`config.mk`:
```
export PLATFORM = sky130hd
export DESIGN_NAME = pcode_despread_acc
export DESIGN_NICKNAME = d
export VERILOG_FILES = /design/src/rtl/gps_corr_pkg.sv /design/src/rtl/gps_sat_acc.sv /design/src/rtl/pcode_despread_acc.sv
export SDC_FILE = /design/constraint.sdc
export NUM_CORES = 1
export LEC_CHECK = 0
export BUFFER_PORTS_ARGS = -buffer_cell sky130_fd_sc_hd__buf_2
export CORE_MARGIN = 2
export CORE_UTILIZATION = 59
export DETAILED_ROUTE_END_ITERATION = 6
export PLACE_DENSITY = 0.86
export SLEW_MARGIN = 20
export SYNTH_ARGS = -nofsm -noshare
export SYNTH_HDL_FRONTEND = slang
export SYNTH_SLANG_ARGS = --single-unit
```
`constraint.sdc`:
```
create_clock -name clk -period 5.85 [get_ports clk]
set_clock_uncertainty 0.2 [all_clocks]
set_input_delay 0.2925 -clock clk [delete_from_list [all_inputs] [get_ports clk]]
set_output_delay 0.2925 -clock clk [all_outputs]
set_load 0.01 [all_outputs]
```
`src/rtl/gps_corr_pkg.sv`:
```
// rtl/gps_corr_pkg.sv - shared constants and helpers for the P-code correlator datapath
package gps_corr_pkg;

  localparam int SAMPLE_WIDTH_DEF    = 8;
  localparam int ACC_WIDTH_DEF       = 24;
  localparam int CNT_WIDTH_DEF       = 16;
  localparam int INT_LEN_DEFAULT_DEF = 10230;

  function automatic logic signed [63:0] acc_max(input int acc_w);
    return (64'sd1 <<< (acc_w - 1)) - 64'sd1;
  endfunction

  function automatic logic signed [63:0] acc_min(input int acc_w);
    return -(64'sd1 <<< (acc_w - 1));
  endfunction

  // Chip 0 correlates as +1, chip 1 as -1.
  function automatic logic signed [1:0] chip_sign(input logic chip);
    return chip ? -2'sd1 : 2'sd1;
  endfunction

endpackage

```
`src/rtl/gps_sat_acc.sv`:
```
// rtl/gps_sat_acc.sv - one saturating despread accumulator with clear, add-enable and dump capture
module gps_sat_acc
  import gps_corr_pkg::*;
#(
  parameter int SAMPLE_WIDTH = SAMPLE_WIDTH_DEF,
  parameter int ACC_WIDTH    = ACC_WIDTH_DEF
) (
  input  logic                    clk,
  input  logic                    rst,
  input  logic                    i_clr,
  input  logic                    i_add,
  input  logic                    i_dump,
  input  logic                    i_chip,
  input  logic [SAMPLE_WIDTH-1:0] i_sample,
  output logic [ACC_WIDTH-1:0]    o_dump_val,
  output logic                    o_dump_sat
);

  localparam logic signed [ACC_WIDTH-1:0] ACC_MAX = ACC_WIDTH'(acc_max(ACC_WIDTH));
  localparam logic signed [ACC_WIDTH-1:0] ACC_MIN = ACC_WIDTH'(acc_min(ACC_WIDTH));

  logic signed [ACC_WIDTH-1:0]  r_acc;
  logic                         r_sat;
  logic signed [1:0]            w_sign;
  logic signed [SAMPLE_WIDTH:0] w_sx;
  logic signed [SAMPLE_WIDTH:0] w_contrib;
  logic signed [ACC_WIDTH:0]    w_sum;
  logic                         w_ovf;
  logic signed [ACC_WIDTH-1:0]  w_next;

  assign w_sign    = chip_sign(i_chip);
  assign w_sx      = {i_sample[SAMPLE_WIDTH-1], i_sample};
  assign w_contrib = w_sign[1] ? -w_sx : w_sx;
  assign w_sum     = {r_acc[ACC_WIDTH-1], r_acc}
                   + {{(ACC_WIDTH-SAMPLE_WIDTH){w_contrib[SAMPLE_WIDTH]}}, w_contrib};

  // The extended sum left the ACC_WIDTH range exactly when its top two bits disagree.
  assign w_ovf  = w_sum[ACC_WIDTH] ^ w_sum[ACC_WIDTH-1];
  assign w_next = !w_ovf ? w_sum[ACC_WIDTH-1:0] : (w_sum[ACC_WIDTH] ? ACC_MIN : ACC_MAX);

  always_ff @(posedge clk) begin
    if (rst) begin
      r_acc      <= '0;
      r_sat      <= 1'b0;
      o_dump_val <= '0;
      o_dump_sat <= 1'b0;
    end else if (i_clr) begin
      r_acc <= '0;
      r_sat <= 1'b0;
    end else if (i_add) begin
      if (i_dump) begin
        o_dump_val <= w_next;
        o_dump_sat <= r_sat | w_ovf;
        r_acc      <= '0;
        r_sat      <= 1'b0;
      end else begin
        r_acc <= w_next;
        r_sat <= r_sat | w_ovf;
      end
    end
  end

endmodule

```
`src/rtl/pcode_despread_acc.sv`:
```
// rtl/pcode_despread_acc.sv - P-code despreader/integrator with dump handshake; PCODE_EARLY_LATE_EN adds early/late arms
module pcode_despread_acc
  import gps_corr_pkg::*;
#(
  parameter int SAMPLE_WIDTH    = SAMPLE_WIDTH_DEF,
  parameter int ACC_WIDTH       = ACC_WIDTH_DEF,
  parameter int CNT_WIDTH       = CNT_WIDTH_DEF,
  parameter int INT_LEN_DEFAULT = INT_LEN_DEFAULT_DEF
) (
  input  logic                    clk,
  input  logic                    rst,
  input  logic                    restart,
  input  logic [CNT_WIDTH-1:0]    int_len,
  input  logic                    chip_en,
  input  logic                    chip,
  input  logic [SAMPLE_WIDTH-1:0] sample,
  output logic                    out_valid,
  input  logic                    out_ready,
  output logic [ACC_WIDTH-1:0]    out_prompt,
`ifdef PCODE_EARLY_LATE_EN
  output logic [ACC_WIDTH-1:0]    out_early,
  output logic [ACC_WIDTH-1:0]    out_late,
`endif
  output logic                    out_sat,
  output logic                    overrun
);

  logic [CNT_WIDTH-1:0] r_cnt;
  logic [CNT_WIDTH-1:0] r_len;
  logic                 r_start;
  logic                 r_valid;
  logic                 r_overrun;
  logic [CNT_WIDTH-1:0] w_len;
  logic                 w_last;

  // r_start marks the first cycle of an epoch, where int_len is taken live and latched.
  assign w_len  = !r_start ? r_len : ((int_len == '0) ? CNT_WIDTH'(1) : int_len);
  assign w_last = chip_en && !restart && (r_cnt == w_len - CNT_WIDTH'(1));

  always_ff @(posedge clk) begin
    if (rst) begin
      r_cnt     <= '0;
      r_len     <= CNT_WIDTH'(INT_LEN_DEFAULT);
      r_start   <= 1'b1;
      r_valid   <= 1'b0;
      r_overrun <= 1'b0;
    end else begin
      r_len   <= w_len;
      r_start <= restart || w_last;
      if (restart || w_last) begin
        r_cnt <= '0;
      end else if (chip_en) begin
        r_cnt <= r_cnt + CNT_WIDTH'(1);
      end
      if (w_last) begin
        r_valid <= 1'b1;
        if (r_valid && !out_ready) begin
          r_overrun <= 1'b1;
        end
      end else if (r_valid && out_ready) begin
        r_valid <= 1'b0;
      end
    end
  end

  assign out_valid = r_valid;
  assign overrun   = r_overrun;

`ifdef PCODE_EARLY_LATE_EN
  logic r_chip_d1;
  logic r_chip_d2;
  logic w_sat_e;
  logic w_sat_p;
  logic w_sat_l;

  always_ff @(posedge clk) begin
    if (rst || restart) begin
      r_chip_d1 <= 1'b0;
      r_chip_d2 <= 1'b0;
    end else if (chip_en) begin
      r_chip_d1 <= chip;
      r_chip_d2 <= r_chip_d1;
    end
  end

  gps_sat_acc #(.SAMPLE_WIDTH(SAMPLE_WIDTH), .ACC_WIDTH(ACC_WIDTH)) u_early (
    .clk(clk), .rst(rst), .i_clr(restart), .i_add(chip_en), .i_dump(w_last),
    .i_chip(chip), .i_sample(sample), .o_dump_val(out_early), .o_dump_sat(w_sat_e)
  );
  gps_sat_acc #(.SAMPLE_WIDTH(SAMPLE_WIDTH), .ACC_WIDTH(ACC_WIDTH)) u_prompt (
    .clk(clk), .rst(rst), .i_clr(restart), .i_add(chip_en), .i_dump(w_last),
    .i_chip(r_chip_d1), .i_sample(sample), .o_dump_val(out_prompt), .o_dump_sat(w_sat_p)
  );
  gps_sat_acc #(.SAMPLE_WIDTH(SAMPLE_WIDTH), .ACC_WIDTH(ACC_WIDTH)) u_late (
    .clk(clk), .rst(rst), .i_clr(restart), .i_add(chip_en), .i_dump(w_last),
    .i_chip(r_chip_d2), .i_sample(sample), .o_dump_val(out_late), .o_dump_sat(w_sat_l)
  );

  assign out_sat = w_sat_e | w_sat_p | w_sat_l;
`else
  gps_sat_acc #(.SAMPLE_WIDTH(SAMPLE_WIDTH), .ACC_WIDTH(ACC_WIDTH)) u_prompt (
    .clk(clk), .rst(rst), .i_clr(restart), .i_add(chip_en), .i_dump(w_last),
    .i_chip(chip), .i_sample(sample), .o_dump_val(out_prompt), .o_dump_sat(out_sat)
  );
`endif

endmodule
```
* After elaboration in Yosys (flattened, before gate mapping)
Cells that the tools add are included.
** Cells by class
- $add $sub $neg :: 4
- $mul :: 0
- Div/mod/pow operators :: 0
- Order comparisons :: 0
- Eq/ne operators :: 1
- Shift operators :: 0
- Muxes and demuxes :: 10
- Bitwise logic cells :: 3
- Reductions and logical operators :: 13
** Operator list (number)
- $mux W24 :: 3
- $mux W16 :: 2
- $add A24 B9 Y25 :: 1
- $add A16 B1 Y16 const B :: 1
- $eq A16 B16 Y1 :: 1
- $logic_not A16 Y1 :: 1
- $sub A16 B1 Y16 const B :: 1
- $mux W9 :: 1
- $neg A8 Y9 :: 1
- $logic_and A1 B1 Y1 :: 4
- $reduce_or A2 Y1 :: 2
- $mux W1 :: 3
- $reduce_and A3 Y1 :: 1
- $logic_not A1 Y1 :: 2
- $mux W2 :: 1
- $reduce_and A2 Y1 :: 1
- $reduce_bool A2 Y1 :: 1
- $logic_or A1 B1 Y1 :: 1
- $not A1 Y1 :: 1
- $or A1 B1 Y1 :: 1
- $xor A1 B1 Y1 :: 1
** Word-level totals
- Register bits :: 85
- Bits in latches :: 0
- RAM bits :: 0
- Bits in read-only memories :: 0
- Bits of input ports :: 30
- Output and inout port bits :: 27
- Word-level logic and storage cells :: 40
- Memories kept :: 0

* Longest topological paths before layout
Gate-level depths: netlist of run 1.
- Depth in word-level cells :: 8
- Mapped depth :: 17
- Depth with buffers taken out :: 15

* By module
Synthesis of run 1 repeated with hierarchy kept, for this count alone.
** Unflattened totals
- Cells, all modules :: 660
- Area total of the unflattened synthesis :: 5740.5 um^2
** By module, submodules not included
- gps_sat_acc :: instances 1, cells an instance 403, area each 3472.1 um^2, sequential area each 1001.0 um^2
- pcode_despread_acc :: instances 1, cells an instance 257, area each 2268.4 um^2, sequential area each 700.7 um^2

* Least setup slack after synthesis of run 1
OpenSTA, ideal clock, no wires.
- Path kind :: input -> register
- Start point :: input sample[6]
- End point :: register u_prompt.o_dump_sat
- Setup time :: 0.086 ns
- Data arrival time :: 3.852 ns
- Data required time :: 5.564 ns
- Setup slack :: 1.712 ns
- Stages on the path :: 14
- Buffers on the path :: 1
- Path through :: or4_1 o21ai_0 mux2i_1 ha_1 o21ai_0 a211oi_1 a32oi_1 a21oi_1 a21oi_1 xnor2_1 clkbuf_1 xnor2_1 nor2_1 a211oi_1
** On the way
- Word-level cells in the longest chain between the ends :: 5
** RTL lines
- from (decl) :: line pcode_despread_acc.sv:16 : input logic [SAMPLE_WIDTH-1:0] sample,
- $neg A8 Y9 :: line gps_sat_acc.sv:33 : assign w_contrib = w_sign[1] ? -w_sx : w_sx;
- $mux W9 (*) :: line gps_sat_acc.sv:33
- $add A24 B9 Y25 (*) :: line gps_sat_acc.sv:35 : + {{(ACC_WIDTH-SAMPLE_WIDTH){w_contrib[SAMPLE_WIDTH]}}, w_contrib};
- $xor A1 B1 Y1 (*) :: line gps_sat_acc.sv:38 : assign w_ovf = w_sum[ACC_WIDTH] ^ w_sum[ACC_WIDTH-1];
- $or A1 B1 Y1 (*) :: line gps_sat_acc.sv:53 : o_dump_sat <= r_sat | w_ovf;
- to (signal assigned) :: line gps_sat_acc.sv:53
- to (decl) :: line gps_sat_acc.sv:16 : output logic o_dump_sat
Every way passes the cells marked *; elsewhere a longest branch is shown, timed or not.
A chain may end at the register's enable or synchronous reset.

* Final worst setup path of run 1
- Start point :: register r_start
- End point :: register u_prompt.o_dump_val[18]
** On the way
- Word-level cells in the longest chain between the ends :: 5
** RTL lines
- from (decl) :: line pcode_despread_acc.sv:30 : logic r_start;
- from (signal assigned) :: line pcode_despread_acc.sv:49 : r_start <= restart || w_last;
- $mux W16 :: line pcode_despread_acc.sv:37 : assign w_len = !r_start ? r_len : ((int_len == '0) ? CNT_WIDTH'(1) : int_len);
- $sub A16 B1 Y16 :: line pcode_despread_acc.sv:38 : assign w_last = chip_en && !restart && (r_cnt == w_len - CNT_WIDTH'(1));
- $eq A16 B16 Y1 :: line pcode_despread_acc.sv:38
- $logic_and A1 B1 Y1 :: line pcode_despread_acc.sv:38
- $reduce_and A3 Y1 (no line)
- to (signal assigned) :: line gps_sat_acc.sv:52 : o_dump_val <= w_next;
- to (decl) :: line gps_sat_acc.sv:15 : output logic [ACC_WIDTH-1:0] o_dump_val,
No other way between the ends.

==> results of run 1 <==
## area by class of cell
type,count,area [um2]
multi-input cells,471,3370
fillers,738,2940
flip-flops and latches,85,1700
repair buffers,62,325
well taps,108,135
clock buffers,11,131
clock inverters,4,50.0
inverters,7,26.3
## cells in the mapped netlist (12+ instances only)
cell / count
a21oi_1: 28
mux2i_1: 31
o21ai_1: 12
o21ai_0: 23
xnor2_1: 38
nand2_1: 33
ha_1: 27
nor3_1: 17
nand2b_1: 18
a22o_1: 14
maj3_1: 15
dfxtp_1: 85
clkbuf_1: 13
a211oi_1: 13
nor2_1: 64
xor2_1: 31
## power by group
| group | switching [uW] | total, uW | internal, uW |
|---|---|---|---|
| Sequential | 13.6 | 612 | 598 |
| Combinational | 213 | 356 | 144 |
| Clock | 210 | 405 | 195 |
| Total | 437 | 1370 | 937 |
## logic make-up (layout without fill, tap and decap cells)
family | count (synthesis) | after routing | synth area share [%]
AOI/OAI and AO/OA | 144 | 144 | 18.8
muxes | 32 | 32 | 6.15
and+or+nand+nor | 183 | 183 | 18.1
xor gates and xnor gates | 69 | 69 | 11.6
buffers and inverters | 32 | 84 | 3.21
adders and majority gates | 43 | 43 | 9.71
DFF | 85 | 85 | 32.5
## flip-flops by register name, indices dropped and copies added (netlist names)
signal and cells:
r_len 16, u_prompt.o_dump_val 24, overrun 1, u_prompt.r_sat 1, r_start 1, out_valid 1, u_prompt.o_dump_sat 1, u_prompt.r_acc 24
r_cnt 16
## worst min-delay path: stages
cell and delay, ps:
buf_2 80, nor2b_1 50, nor2_1 80, nor2_1 40
## metal layers
metal | part of all wire (%) | vias up
met4 | 1.4 | 0
met5 | 0 | -
met1 | 48 | 2133
met3 | 6.3 | 18
met2 | 45 | 140
li1 | - | 2239
## per-stage QoR
stage	cells	hold WS [ps]	util, %
floorplan	588	171	-
global placement	733	241	64.0
detailed placement	733	251	64.0
CTS	748	13.5	66.1
global route	748	29.5	66.1
finish	748	17.0	66.1
## final timing paths
kind,startpoint,to,cells after the start
max,r_start,u_prompt.o_dump_val[18],14
max reg2reg,r_start,u_prompt.o_dump_val[18],14
min reg2reg,u_prompt.r_acc[20],u_prompt.r_acc[20],2
min,out_ready,out_valid,4
==> flow_summary.yaml, run 1 <==
run_status:
  status: "finished clean"
logic_synthesis:
  synth-main-ff-cell: "dfxtp_1"
  synth.top_cell.area_share_pct: 32.5
  syn_inst: 588
  yosys.area.top_type: "dfxtp_1"
  syn_area_per_cell_um2: 8.89
  synth-edff-count: 0
  ys_warn_count: 0
  synth_nets: 646
  async_flop_share_pct: 0
  yosysUniqueCellTypes: 67
  ys_ff_latch: 85
  synthTopCellsByArea: "dfxtp_1 33%, ha_1 6.5%, xnor2_1 6.4%, mux2i_1 5.9%, xor2_1 5.2%"
  ys_seq_area_share_pct: 32.5
  syn_area_mm2: 0.00523
power:
  power.leakage_uw: 0.00237
  report.power.total_uw: 1370
  p_per_area_mw_per_mm2: 239
  ir_drop_v: 0.000125
die:
  rows: 34
  start_util_pct: 60.3
  pin_count: 57
  dieArea_mm2: 0.00963
  die_h_um: 98.2
  die_w_um: 98.2
  core_mm2: 0.00868
route:
  wl_per_cell_um: 16.0
  vias_per_cell: 6.06
  drt_wl_total_um: 12000
  drt-initial-drc-count: 229
  drcViolationCount: 0
  drtAntennaViolNets: 0
  via_count: 4530
  drt_first_pass_iters: 4
critical_path:
  cp.required_ps: 5850
  crit_family: "compound AO/OA/AOI/OAI gates"
  cp_common_cell: "buf_4"
  path_cells: "buf_4 > inv_1 > a311oi_1 > o21bai_1 > ha_1 > o21a_2 > nand2_1 > or4_4 > a2111oi_2 > o2111ai_1 > nor4_4 > buf_4 > mux2i_1 > nor2_1"
  crit_path_max_fanout: 32
  cp_slowest_cell: "or4_4"
  cp-end-kind: "register"
  critPathLaunchType: "register"
  arrival_ps: 4590
  ff2ff_setup_slack_ps: 1260
  path_class: "reg -> reg"
  cp_slowest_stage_delay_ps: 530
  worst-path-buf-inv: 3
place:
  place.gp.congestion: 0.947
  dp.final_hpwl_um: 8840
  dpl-instance-area_mm2: 0.00555
  port_buffers: 56
  dp_slack_ps: 1170
min_path:
  hold_path.class: "in -> reg"
global_route:
  grt_pass1_wl_um: 20200
  grt_pass1_vias: 4305
  antenna_found_initial: 0
  grt_use_met2_pct: 40.4
  grt_use_met3_pct: 4.15
  overflow: 0
  track_usage_pct: 25.4
  grt.met1_usage_pct: 35.5
  busiest_layer: "met2"
  grt_max_degree: 49
clocking:
  cts_buffers: 9
  cts_tree: "yes"
  cts-root-buf: "clkbuf_8"
  cts_max_level: 3
  clock_path_buffers: 2
  clock_latency_ps: 370
  cts_sinks: 85
  cts_post_setup_buffers_inserted: 0
  cts_hold_buffers: 0
  post_cts_resized: 0
  clk_pin_slew_worst_paths_ps: 90
finish:
  num_antenna_cells: 0
  area_growth_pct: 9.67
  final_nets: 694
  postLayoutCellArea_mm2: 0.00574
  drive_gt1_share_pct: 13.9
  layout_common_cells: "85 x dfxtp_1, 64 x nor2_1, 56 x buf_2, 38 x xnor2_1, 33 x nand2_1"
  final_common_cell: "dfxtp_1"
timing:
  period_share_pct: 78.4
  worstMarginPinSlew_ps: 935
  finalSetupTns_ps: 0
  period_minus_slack_ps: 4590
  rsz0062_at_grt: "no"
  setup_viol: 0
  finalHoldViolations: 0
  max_freq_ghz: 0.218
  slew_viol_final: 0
  setup_slack_ps: 1260
  relSlewSlack_pct: 37.7
job:
  drv_cap: 0
Note: power is estimated with default switching activity, not from simulation.
==> inputs of run 2 (changes only) <==
--- a/config.mk
+++ b/config.mk
@@ -5,11 +5,12 @@
 export SDC_FILE = /design/constraint.sdc
 export NUM_CORES = 1
 export LEC_CHECK = 0
+export ABC_AREA = 1
 export BUFFER_PORTS_ARGS = -buffer_cell sky130_fd_sc_hd__buf_2
 export CORE_MARGIN = 2
-export CORE_UTILIZATION = 59
+export CORE_UTILIZATION = 60
 export DETAILED_ROUTE_END_ITERATION = 6
-export PLACE_DENSITY = 0.86
+export PLACE_DENSITY = 0.87
 export SLEW_MARGIN = 20
 export SYNTH_ARGS = -nofsm -noshare
 export SYNTH_HDL_FRONTEND = slang
==> constraint.sdc (replaced) <==
create_clock -name clk -period 4.7 [get_ports clk]
set_clock_uncertainty 0.2 [all_clocks]
set_input_delay 0.235 -clock clk [delete_from_list [all_inputs] [get_ports clk]]
set_output_delay 0.235 -clock clk [all_outputs]
set_load 0.01 [all_outputs]
==> run 2 against run 1 <==
Non-clock buffer count increased by 16. Combinational power increased by 31%. Power grew 34%. Sequential power is 24% higher. Die area up 9.0%. Clock-buffer cell count down 1. Global-route usage grew 4.0 points. First-iteration DRC count increased by 61%. Fmax increased by 17%. Critical path depth rose by 4. Core utilization increased by 3.8 points. Critical path type unchanged. Critical endpoint is now out_valid.
==> flow_summary.yaml, run 2 <==
place:
  dp_slack_ps: 884
  port_buffers: 56
  place.gp.congestion: 0.976
  dp.final_hpwl_um: 10800
  dpl-instance-area_mm2: 0.00616
critical_path:
  cp.required_ps: 4810
  ff2ff_setup_slack_ps: 780
  path_class: "reg -> reg"
  r2r_end: "out_valid"
  cp-end-kind: "register"
  crit_family: "simple AND/OR/NAND/NOR gates"
  cp_slowest_cell: "dlygate4sd3_1"
  path_cells: "buf_4 > or2_2 > nand2_1 > ha_1 > nand3_1 > nor2_2 > inv_2 > nor2_2 > nand2_1 > nand3_1 > nand2_1 > clkinv_1 > nand3_1 > nor2_2 > nand3_2 > buf_12 > a21oi_2 > dlygate4sd3_1"
  worst-path-buf-inv: 5
  crit_path_max_fanout: 52
  critPathLaunchType: "register"
  cp.depth: 18
  cp_slowest_stage_delay_ps: 540
  arrival_ps: 4030
  reg2reg_depth: 18
  r2r_start: "r_start"
die:
  die_w_um: 102
  die_h_um: 102
  start_util_pct: 62.4
  core_mm2: 0.00933
  pin_count: 57
  rows: 35
  dieArea_mm2: 0.0105
logic_synthesis:
  ys_warn_count: 0
  syn_area_mm2: 0.00582
  ys_ff_latch: 85
  synth.top_cell.area_share_pct: 29.2
  syn_area_per_cell_um2: 6.24
  synthTopCellsByArea: "dfxtp_1 29%, nand2_1 20%, nor2_1 8.3%, ha_1 5.8%, inv_1 5.5%"
  yosys.area.top_type: "dfxtp_1"
  ys_seq_area_share_pct: 29.2
  synth_nets: 991
  yosysMostFrequentCell: "nand2_1"
  ys_top_cells_by_count: "304 x nand2_1, 128 x nor2_1, 86 x inv_1, 85 x dfxtp_1, 60 x nand3_1"
  yosysUniqueCellTypes: 40
  syn_inst: 933
  synth-edff-count: 0
  async_flop_share_pct: 0
  synth-main-ff-cell: "dfxtp_1"
clocking:
  clk_pin_slew_worst_paths_ps: 90
  cts-root-buf: "clkbuf_8"
  clock_latency_ps: 370
  post_cts_resized: 0
  cts_tree: "yes"
  cts_hold_buffers: 13
  clock_path_buffers: 2
  cts_post_setup_buffers_inserted: 0
  cts_sinks: 85
  cts_max_level: 3
  cts_buffers: 9
route:
  vias_per_cell: 5.39
  drt_first_pass_iters: 5
  via_count: 6059
  drt-initial-drc-count: 368
  drtAntennaViolNets: 0
  met3_length_um: 692
  drt_wl_total_um: 15100
  m1WireLength_um: 6420
  drcViolationCount: 0
  dr.max_layer_used: "met4"
  wl_met2_um: 7690
  wl_per_cell_um: 13.5
finish:
  multi_input_area_mm2: 0.00358
  nFillCells: 853
  regArea_mm2: 0.00170
  postLayoutCellArea_mm2: 0.00652
  layout_common_cells: "304 x nand2_1, 128 x nor2_1, 86 x inv_1, 85 x dfxtp_1, 60 x nand3_1"
  num_antenna_cells: 0
  largestRegisters: "u_prompt.o_dump_val (24), u_prompt.r_acc (24)"
  drive_gt1_share_pct: 11.3
  area_growth_pct: 12.0
  final_nets: 1048
  final_common_cell: "nand2_1"
timing:
  rsz0062_at_grt: "no"
  period_share_pct: 83.4
  max_freq_ghz: 0.255
  worstMarginPinSlew_ps: 1050
  period_minus_slack_ps: 3920
  finalHoldViolations: 0
  finalSetupTns_ps: 0
  relSlewSlack_pct: 29.8
  setup_viol: 0
  slew_viol_final: 0
  setup_slack_ps: 779
min_path:
  hp-start: "restart"
  hold_path.class: "in -> reg"
  hold_depth: 4
  min_to: "u_prompt.r_sat"
global_route:
  overflow: 0
  grt_max_degree: 53
  track_usage_pct: 29.4
  antenna_found_initial: 0
  grt_pass1_vias: 5555
  grt_pass1_wl_um: 24600
power:
  power.leakage_uw: 0.00329
  ir_drop_v: 0.000175
  p_per_area_mw_per_mm2: 282
job:
  drv_cap: 0
run_status:
  status: "finished clean"
run 2: cell count changes after synthesis, moves of 31 or more:
cell     previous run  this run
mux2i_1            31         0
nand2_1            33       304
nor2_1             64       128
nand3_1             7        60
inv_1               7        86
a21oi_1            28        59
run 2: logic make-up after synthesis:
logic type               share of synthesized area, %
AO/OA/AOI/OAI                                    8.92
XOR/XNOR                                         6.32
adder cells (fa/ha/maj)                          6.15
buffers and inverters                            9.24
flip-flops                                       29.2
AND/OR/NAND/NOR                                  40.1
run 2: through the flow:
step	std cells	power (uW)	utilization (%)	hold WS [ps]
5_1_grt	1124	1930	69.9	32.5
6_report	1124	1840	69.9	33.3
4_1_cts	1124	1840	69.9	16.9
3_5_place_dp	1095	1220	66.0	240
3_3_place_gp	1095	1210	66.0	237
2_1_floorplan	933	1110	-	180
run 2: area by class of cell:
type                       count  share of cell area [%]
clock buffer                  10                    2.11
clock inverter                 6                    1.44
inverter                      92                    5.34
multi-input combinational    724                    55.0
sequential                    85                    26.1
tap                          129                    2.48
timing repair buffer          78                    7.53
run 2: layer usage:
metal  vias up  global-route usage, %
met4         0                   8.62
met3        32                   4.20
li1       3082                      -
met2       204                   56.5
met1      2741                   33.5
met5         -                      0
run 2: power by group:
group / switching, uW / total (uW) / internal [uW]
sequential: 12.8 / 756 / 743
clock: 295 / 615 / 320
combinational: 306 / 466 / 160
total: 614 / 1840 / 1220
run 2: worst min-delay path, delay by kind of cell:
family | cells | cell delay (ps)
AOI/OAI and AO/OA | 1 | 50
buffers and inverters | 1 | 100
and+or+nand+nor | 2 | 160
run 2: worst max path at each step:
stage | end | slack (ps) | start
after floorplan | u_prompt.o_dump_sat | 1030 | sample[1]
after global routing | out_valid | 450 | r_start
final | out_valid | 780 | r_start
after global placement | u_prompt.r_acc[4] | 740 | sample[1]
after CTS | out_valid | 760 | r_start
after detailed placement | u_prompt.r_acc[4] | 880 | sample[1]
